## src/rtl/proc_pkg.sv

```systemverilog
// Shared definitions for the PC sequencer: state encoding, next-PC select
// encoding and the default reset address.
package proc_pkg;

    localparam int PC_W = 32;
    localparam logic [PC_W-1:0] DEFAULT_RESET_PC = 32'h0040_0020;

    typedef enum logic [1:0] {
        HOLD,
        RUN,
        HALT
    } seq_state_e;

    typedef enum logic [2:0] {
        SEL_HOLD,
        SEL_PLUS4,
        SEL_BRANCH,
        SEL_JUMP,
        SEL_REG
    } pc_sel_e;

    // Any select that leaves the sequential PC+4 stream forces a flush.
    function automatic logic is_redirect(input pc_sel_e sel);
        return (sel == SEL_BRANCH) || (sel == SEL_JUMP) || (sel == SEL_REG);
    endfunction

endpackage

```

## src/rtl/pc_sequencer_if.sv

```systemverilog
// Control inputs and PC/status outputs of the PC sequencer, grouped as one bus.
interface pc_sequencer_if;
    import proc_pkg::*;

    logic            stall;
    logic            halt;
    logic            branch;
    logic            branch_ne;
    logic            zero;
    logic            ext_op;
    logic [15:0]     imm16;
    logic            jump;
    logic [25:0]     target26;
    logic            jump_reg;
    logic [PC_W-1:0] reg_target;
    logic [PC_W-1:0] pc;
    logic [PC_W-1:0] pc_plus4;
    logic            flush;
    logic            halted;
    logic            misalign_err;

    modport master (
        output stall, halt, branch, branch_ne, zero, ext_op, imm16,
               jump, target26, jump_reg, reg_target,
        input  pc, pc_plus4, flush, halted, misalign_err
    );

    modport slave (
        input  stall, halt, branch, branch_ne, zero, ext_op, imm16,
               jump, target26, jump_reg, reg_target,
        output pc, pc_plus4, flush, halted, misalign_err
    );

endinterface

```

## src/rtl/offset_extender.sv

```systemverilog
// Branch offset extension: word offset shifted to bytes, then sign- or
// zero-extended to the PC width.
module offset_extender
    import proc_pkg::*;
(
    input  logic [15:0]     imm16_i,
    input  logic            ext_op_i,
    output logic [PC_W-1:0] off32_o
);

    assign off32_o = {{(PC_W - 18){ext_op_i & imm16_i[15]}}, imm16_i, 2'b00};

endmodule

```

## src/rtl/pc_sequencer.sv

```systemverilog
// PC register, next-PC selection, and HOLD/RUN/HALT sequencing.
module pc_sequencer
    import proc_pkg::*;
#(
    parameter logic [PC_W-1:0] RESET_PC = DEFAULT_RESET_PC
) (
    input  logic          clk,
    input  logic          rst,
    pc_sequencer_if.slave bus
);

    seq_state_e      state_q;
    logic [PC_W-1:0] pc_q;
    logic            flush_q;
    logic            halted_q;
    logic            misalign_q;

    pc_sel_e         sel_d;
    logic [PC_W-1:0] pc_d;
    logic [PC_W-1:0] pc_plus4;
    logic [PC_W-1:0] off32;
    logic [PC_W-1:0] branch_tgt;
    logic [PC_W-1:0] jump_tgt;
    logic [PC_W-1:0] reg_tgt;
    logic            taken;

    offset_extender u_offset_extender (
        .imm16_i  (bus.imm16),
        .ext_op_i (bus.ext_op),
        .off32_o  (off32)
    );

    assign pc_plus4   = pc_q + 32'd4;
    assign branch_tgt = pc_plus4 + off32;
    assign jump_tgt   = {pc_plus4[31:28], bus.target26, 2'b00};
    assign reg_tgt    = {bus.reg_target[31:2], 2'b00};
    assign taken      = bus.branch & (bus.zero ^ bus.branch_ne);

    // Only consulted in RUN; HOLD and HALT never advance the PC.
    always_comb begin
        sel_d = SEL_PLUS4;
        if (bus.halt || bus.stall) begin
            sel_d = SEL_HOLD;
        end else if (bus.jump_reg) begin
            sel_d = SEL_REG;
        end else if (bus.jump) begin
            sel_d = SEL_JUMP;
        end else if (taken) begin
            sel_d = SEL_BRANCH;
        end

        pc_d = pc_plus4;
        case (sel_d)
            SEL_HOLD:   pc_d = pc_q;
            SEL_REG:    pc_d = reg_tgt;
            SEL_JUMP:   pc_d = jump_tgt;
            SEL_BRANCH: pc_d = branch_tgt;
            default:    pc_d = pc_plus4;
        endcase
    end

    always_ff @(posedge clk) begin
        if (rst) begin
            state_q    <= HOLD;
            pc_q       <= RESET_PC;
            flush_q    <= 1'b0;
            halted_q   <= 1'b0;
            misalign_q <= 1'b0;
        end else begin
            case (state_q)
                HOLD: begin
                    state_q <= RUN;
                    flush_q <= 1'b0;
                end
                RUN: begin
                    pc_q    <= pc_d;
                    flush_q <= is_redirect(sel_d);
                    if (bus.halt && !bus.stall) begin
                        state_q  <= HALT;
                        halted_q <= 1'b1;
                    end
                    if ((sel_d == SEL_REG) && (bus.reg_target[1:0] != 2'b00)) begin
                        misalign_q <= 1'b1;
                    end
                end
                HALT: begin
                    flush_q <= 1'b0;
                end
                default: begin
                    state_q <= HOLD;
                end
            endcase
        end
    end

    assign bus.pc           = pc_q;
    assign bus.pc_plus4     = pc_plus4;
    assign bus.flush        = flush_q;
    assign bus.halted       = halted_q;
    assign bus.misalign_err = misalign_q;

endmodule

```

## src/flat_wrapper.sv

```systemverilog
// flat-port wrapper written by rule: the top's interface ports become plain ports
module pc_sequencer_flat import proc_pkg::*;
#(
    parameter logic [PC_W-1:0] RESET_PC = DEFAULT_RESET_PC
)
  (clk, rst, bus_stall, bus_halt, bus_branch, bus_branch_ne, bus_zero, bus_ext_op, bus_imm16, bus_jump, bus_target26, bus_jump_reg, bus_reg_target, bus_pc, bus_pc_plus4, bus_flush, bus_halted, bus_misalign_err);
  pc_sequencer_if bus_i ();
  input  logic clk;
  input  logic rst;
  input wire logic [$bits(bus_i.stall)-1:0] bus_stall;
  input wire logic [$bits(bus_i.halt)-1:0] bus_halt;
  input wire logic [$bits(bus_i.branch)-1:0] bus_branch;
  input wire logic [$bits(bus_i.branch_ne)-1:0] bus_branch_ne;
  input wire logic [$bits(bus_i.zero)-1:0] bus_zero;
  input wire logic [$bits(bus_i.ext_op)-1:0] bus_ext_op;
  input wire logic [$bits(bus_i.imm16)-1:0] bus_imm16;
  input wire logic [$bits(bus_i.jump)-1:0] bus_jump;
  input wire logic [$bits(bus_i.target26)-1:0] bus_target26;
  input wire logic [$bits(bus_i.jump_reg)-1:0] bus_jump_reg;
  input wire logic [$bits(bus_i.reg_target)-1:0] bus_reg_target;
  output wire logic [$bits(bus_i.pc)-1:0] bus_pc;
  output wire logic [$bits(bus_i.pc_plus4)-1:0] bus_pc_plus4;
  output wire logic [$bits(bus_i.flush)-1:0] bus_flush;
  output wire logic [$bits(bus_i.halted)-1:0] bus_halted;
  output wire logic [$bits(bus_i.misalign_err)-1:0] bus_misalign_err;
  assign bus_i.stall = bus_stall;
  assign bus_i.halt = bus_halt;
  assign bus_i.branch = bus_branch;
  assign bus_i.branch_ne = bus_branch_ne;
  assign bus_i.zero = bus_zero;
  assign bus_i.ext_op = bus_ext_op;
  assign bus_i.imm16 = bus_imm16;
  assign bus_i.jump = bus_jump;
  assign bus_i.target26 = bus_target26;
  assign bus_i.jump_reg = bus_jump_reg;
  assign bus_i.reg_target = bus_reg_target;
  assign bus_pc = bus_i.pc;
  assign bus_pc_plus4 = bus_i.pc_plus4;
  assign bus_flush = bus_i.flush;
  assign bus_halted = bus_i.halted;
  assign bus_misalign_err = bus_i.misalign_err;
  pc_sequencer #(.RESET_PC(RESET_PC)) u_core (.clk(clk), .rst(rst), .bus(bus_i));
endmodule
```

## config.mk

```make
export PLATFORM = sky130hd
export DESIGN_NAME = pc_sequencer_flat
export DESIGN_NICKNAME = d
export VERILOG_FILES = /design/src/rtl/proc_pkg.sv /design/src/rtl/pc_sequencer_if.sv /design/src/rtl/offset_extender.sv /design/src/rtl/pc_sequencer.sv /design/src/flat_wrapper.sv
export SDC_FILE = /design/constraint.sdc
export NUM_CORES = 1
export LEC_CHECK = 0
export BUFFER_PORTS_ARGS = -buffer_cell sky130_fd_sc_hd__buf_2
export CORE_AREA = 2 2 159 83
export DETAILED_ROUTE_END_ITERATION = 12
export DIE_AREA = 0 0 161 85
export MAX_ROUTING_LAYER = met4
export PLACE_DENSITY = 0.57
export SLEW_MARGIN = 20
export SYNTH_ARGS = -nofsm -noshare
export SYNTH_HDL_FRONTEND = slang
export SYNTH_SLANG_ARGS = --single-unit
```

## constraint.sdc

```tcl
create_clock -name clk -period 10.5 [get_ports clk]
set_clock_uncertainty 0.1 [all_clocks]
set_input_delay 0 -clock clk [delete_from_list [all_inputs] [get_ports clk]]
set_output_delay 0 -clock clk [all_outputs]
set_load 0.005 [all_outputs]
```

# == Word level (Yosys, flattened, before mapping) ==
# Cells that the tools add are included.
# totals
input_bits,84
reg_bits,37
elab_cells,41
output_inout_bits,67
# classes
n_bitwise,5
n_reduce_logical,15
add_sub_neg,2
n_eq_ne,6
mux,8
# ops
operator,count
$pmux W32 S4,1
$add A32 B3 Y32 const B,1
$add A32 B32 Y32,1
$mux W3,3
$reduce_and A2 Y1,4
$eq A3 B2 Y1 const B,2
$pmux W2 S3,1
$mux W2,2
$reduce_bool A2 Y1,2
$eq A3 B3 Y1 const B,1
$logic_not A3 Y1,1
$logic_or A1 B1 Y1,3
$and A1 B1 Y1,2
$eq A2 B1 Y1 const B,1
$eq A2 B2 Y1 const B,1
$logic_and A1 B1 Y1,2
$logic_not A2 Y1,1
$ne A2 B1 Y1 const B,1
$not A1 Y1,2
$pmux W1 S2,1
$reduce_or A2 Y1,1
$logic_not A1 Y1,1
$xor A1 B1 Y1,1

# == Depth between registers and ports, before layout ==
# logic_depth
depth_word,10
mapped_depth,17
mapped_depth_nobuf,16

# == Modules after synthesis ==
# From an unflattened synthesis, not the netlist that was laid out.
# hier_totals
cells_unflattened,605
hier_area_um2,4491.8
# by_module_without_submodules
mod,area_per_inst_um2,cells_per_inst,n_inst
pc_sequencer,4249.1,572,1
offset_extender,242.7,33,1

# == Least setup slack after synthesis ==
# No wires, ideal clock.
# synth_path
kind,register -> register
from,"register u_core.pc_q[12], in the netlist u_core.bus.pc[12]"
to,"register u_core.pc_q[29], in the netlist u_core.bus.pc[29]"
slack_ns,6.899
setup_time_ns,0.101
stages_incl_launch_ff,16
required_time_ns,10.299
period_less_slack_ns,3.601
arrival_time_ns,3.400
n_path_buf,0
cell_sequence,dfxtp_1 and3_4 nand4_4 nor3_1 nand3_1 xnor2_1 ha_1 a21oi_1 o21bai_1 a21oi_1 o21ai_0 nor3b_1 a211oi_1 mux2i_1 a211oi_1 o41ai_1
# synth_between
elab_chain_len,3
# synth_lines
element,line_no,text
from (decl),pc_sequencer.sv:13,logic [PC_W-1:0] pc_q;
from (signal assigned),pc_sequencer.sv:76,pc_q <= pc_d;
$add A32 B3 Y32,pc_sequencer.sv:33,assign pc_plus4 = pc_q + 32'd4;
net bus_pc_plus4[22],flat_wrapper.sv:22,output wire logic [$bits(bus_i.pc_plus4)-1:0] bus_pc_plus4;
$add A32 B32 Y32,pc_sequencer.sv:34,assign branch_tgt = pc_plus4 + off32;
$pmux W32 S4,pc_sequencer.sv:53,case (sel_d)
# The timed path passes the listed nets, and every way through them passes these cells.
# A chain may end at the register's enable or synchronous reset.

# == Final worst setup path ==
# layout_path
from,"register u_core.pc_q[12], in the netlist u_core.bus.pc[12]"
to,"register u_core.pc_q[29], in the netlist u_core.bus.pc[29]"
# layout_between
elab_chain_len,3
# layout_lines
element,line_no
$add A32 B3 Y32 (*),pc_sequencer.sv:33
$add A32 B32 Y32,pc_sequencer.sv:34
$pmux W32 S4 (*),pc_sequencer.sv:53
# Every way passes the cells marked *; elsewhere a longest branch is shown, timed or not.

==> qor.yml <==
outcome: "finished, final reports clean"
final.min_clock_period_ns: 4.89
design_power_total_w: 0.000473
drt_iter0_drc: 558
relSlewSlack: 0.304
worst_slack_ns: 5.61
n_fill_cell: 1314
cp_data_arrival_time_ns: 4.98
powerDensity_nw_per_um2: 86.9
coreArea_um2: 12300
cts_buffer_depth: 2
post-route-period-util: 0.466
grt_pass1_wl_mm: 26.3
setup_viol: 0
wl_per_cell_um: 18.9
ys_top_cells_by_area: "dfxtp_1 16%, ha_1 10%, xnor2_1 7.2%"
hp-class: "primary input to flip-flop"
synth_compound_area_frac: 0.300
rsz0062_at_grt: "false"
cp.required_ns: 10.59
fmax_mhz: 205
place_congestion: 1.07
synthMuxAreaShare: 0.00471
num_vias: 5190
synthCells: 588
finalMaxSlewViolations: 0
drcViolationCount: 0
grt_pass1_vias: 4806
htree_levels: 2
cp_slowest_cell: "nor3_1"
clk_latency_ns: 0.29
synth_top_family_by_area: "compound AO/OA/AOI/OAI gates"
vias_per_cell: 5.77
cts_buffers: 5
cp-start-kind: "flip-flop"
synthAdderAreaFrac: 0.108
max_cap_violations: 0
drive_above_1_share: 0.248
timing.hold.ws_ns: 0.0180
port_buffers: 146
antenna_found_initial: 0
ys_warn_count: 0
initial_utilization: 0.345
dieArea_um2: 13700
ys_seq_area_frac: 0.165
design_area_um2: 5450
critPathTopFamily: "simple AND/OR/NAND/NOR gates"
netlist-cell-type-count: 64
crit_path_cell_trace: "and3_4 > nand4_4 > nor3_1 > nand3_1 > xnor2_1 > ha_1 > a21oi_1 > o21bai_1 > a21oi_1 > o21ai_0 > nor3b_1 > a211oi_1 > mux2i_1 > a211oi_1 > o41ai_1"
synthesis.area_um2: 4250
worstPathBufferInverterCount: 0
pre_cts_ws_ns: 5.84
core.rowCount: 29
postCtsResizedCells: 0
yosys.area_share.simple: 0.268
place_area_um2: 5120
fin_nets: 849
final-hold-violation-count: 0
clk_pin_slew_ns: 0.07
grt_overflow: 0
antenna_left: 0
ys.flop_type: "dfxtp_1"
clock-root-buffer: "clkbuf_16"
synth_edf_count: 0
yosysTopAreaCell: "dfxtp_1"
fin_setup_tns_ns: 0
drt-total-wl_mm: 17.0
synth.ff_latch_count: 35
cts_tree: "yes"
areaGrowthSynthToFinish_pct: 28.1
synthXorXnorAreaFrac: 0.105
ios: 151
end_kind: "flip-flop"
die_y_um: 85
crit_path_max_fanout: 7
drt-pass1-iter-count: 5
grtUsageTotal: 0.252
max_stage_delay_ns: 0.87
path_class: "flip-flop to flip-flop"
place_hpwl_mm: 13.1
irDropWorstVdd_mv: 0.0557
async_reset_ff_frac: 0
grt_max_degree: 39
syn_avg_cell_area_um2: 7.23
synth_top_area_frac: 0.165
synth_common_cells: "61 x nor2_1, 60 x a21oi_1, 48 x nand2_1"
p_leak_nw: 2.50
cts_sinks: 35
dieWidth_um: 161
num_antenna_cells: 0
yosysMostFrequentCell: "nor2_1"
tightest_slew_ns: 1.04
==> power by group <==
part           leakage (nW)  switching, W  internal, W
Sequential            0.284    0.00000642     0.000137
Combinational          2.12     0.0000716    0.0000532
Clock                0.0900     0.0000686     0.000136
==> timing repair <==
action,in CTS,in global routing
hold buffers,13,0
endpoints found under the hold margin,9,0
setup buffers,0,0
==> flip-flops by register name (all words and copies together) (netlist names) <==
| signal | count |
|---|---|
| u_core.state_q | 2 |
| u_core.bus.pc | 30 |
| u_core.bus.misalign_err | 1 |
| u_core.bus.halted | 1 |
| u_core.bus.flush | 1 |
==> cells in the final DEF (no fill, tap or decap), types with 29 or more instances in the layout <==
cell type    n
nand2_1     48
buf_2      146
o21ai_0     30
nand3_1     30
dfxtp_1     35
a21oi_1     60
nor2_1      60
xnor2_1     35
ha_1        35
nor3_1      29
==> logic make-up (layout without fill, tap and decap cells) <==
| family | Yosys count | in the layout |
|---|---|---|
| other | 1 | 4 |
| xor gates and xnor gates | 50 | 50 |
| DFF | 35 | 35 |
| buffers and inverters | 50 | 189 |
| AOI/OAI and AO/OA | 188 | 188 |
| and+or+nand+nor | 226 | 226 |
| muxes | 2 | 2 |
| adders and majority gates | 36 | 36 |
==> metal layers <==
| layer | wire, um | global-route usage | vias up |
|---|---|---|---|
| met5 | 0 | - | - |
| met4 | 123 | 0.0308 | 0 |
| met3 | 1820 | 0.0802 | 13 |
| met2 | 6430 | 0.333 | 250 |
| met1 | 8600 | 0.374 | 2439 |
| li1 | - | - | 2488 |
==> final cells by class <==
class | instances | area (um^2) | share of cell area
clock buffers | 5 | 125 | 0.0230
multi-input cells | 506 | 3370 | 0.618
flip-flops and latches | 35 | 701 | 0.129
repair buffers | 167 | 921 | 0.169
inverters | 14 | 52.6 | 0.00965
well taps | 170 | 213 | 0.0391
clock inverters | 3 | 67.6 | 0.0124
==> worst reg2reg max path, cell delays in order, from the launching register on <==
cell and delay [ns]:
dfxtp_1 0.46, and3_4 0.27, nand4_4 0.16, nor3_1 0.88, nand3_1 0.28, xnor2_1 0.27, ha_1 0.35, a21oi_1 0.26
o21bai_1 0.09, a21oi_1 0.21, o21ai_0 0.11, nor3b_1 0.18, a211oi_1 0.50, mux2i_1 0.26, a211oi_1 0.10, o41ai_1 0.31
==> path summary, 6_finish.rpt <==
| check | from | end | slack, ns | cells after the start |
|---|---|---|---|---|
| worst max register to register | u_core.bus.pc[12] | u_core.bus.pc[29] | 5.61 | 15 |
| worst min-delay path | bus_target26[15] | u_core.bus.pc[17] | 0.02 | 5 |
| worst max-delay path | u_core.bus.pc[12] | u_core.bus.pc[29] | 5.61 | 15 |
| worst min register to register | u_core.bus.misalign_err | u_core.bus.misalign_err | 0.37 | 2 |
==> metrics by stage <==
step,std cells,utilization
5_1_grt,900,0.441
3_3_place_gp,879,0.415
3_5_place_dp,879,0.415
4_1_cts,900,0.441
2_1_floorplan,591,-
6_report,900,0.441
No activity file was read; power rests on OpenSTA's default activity.
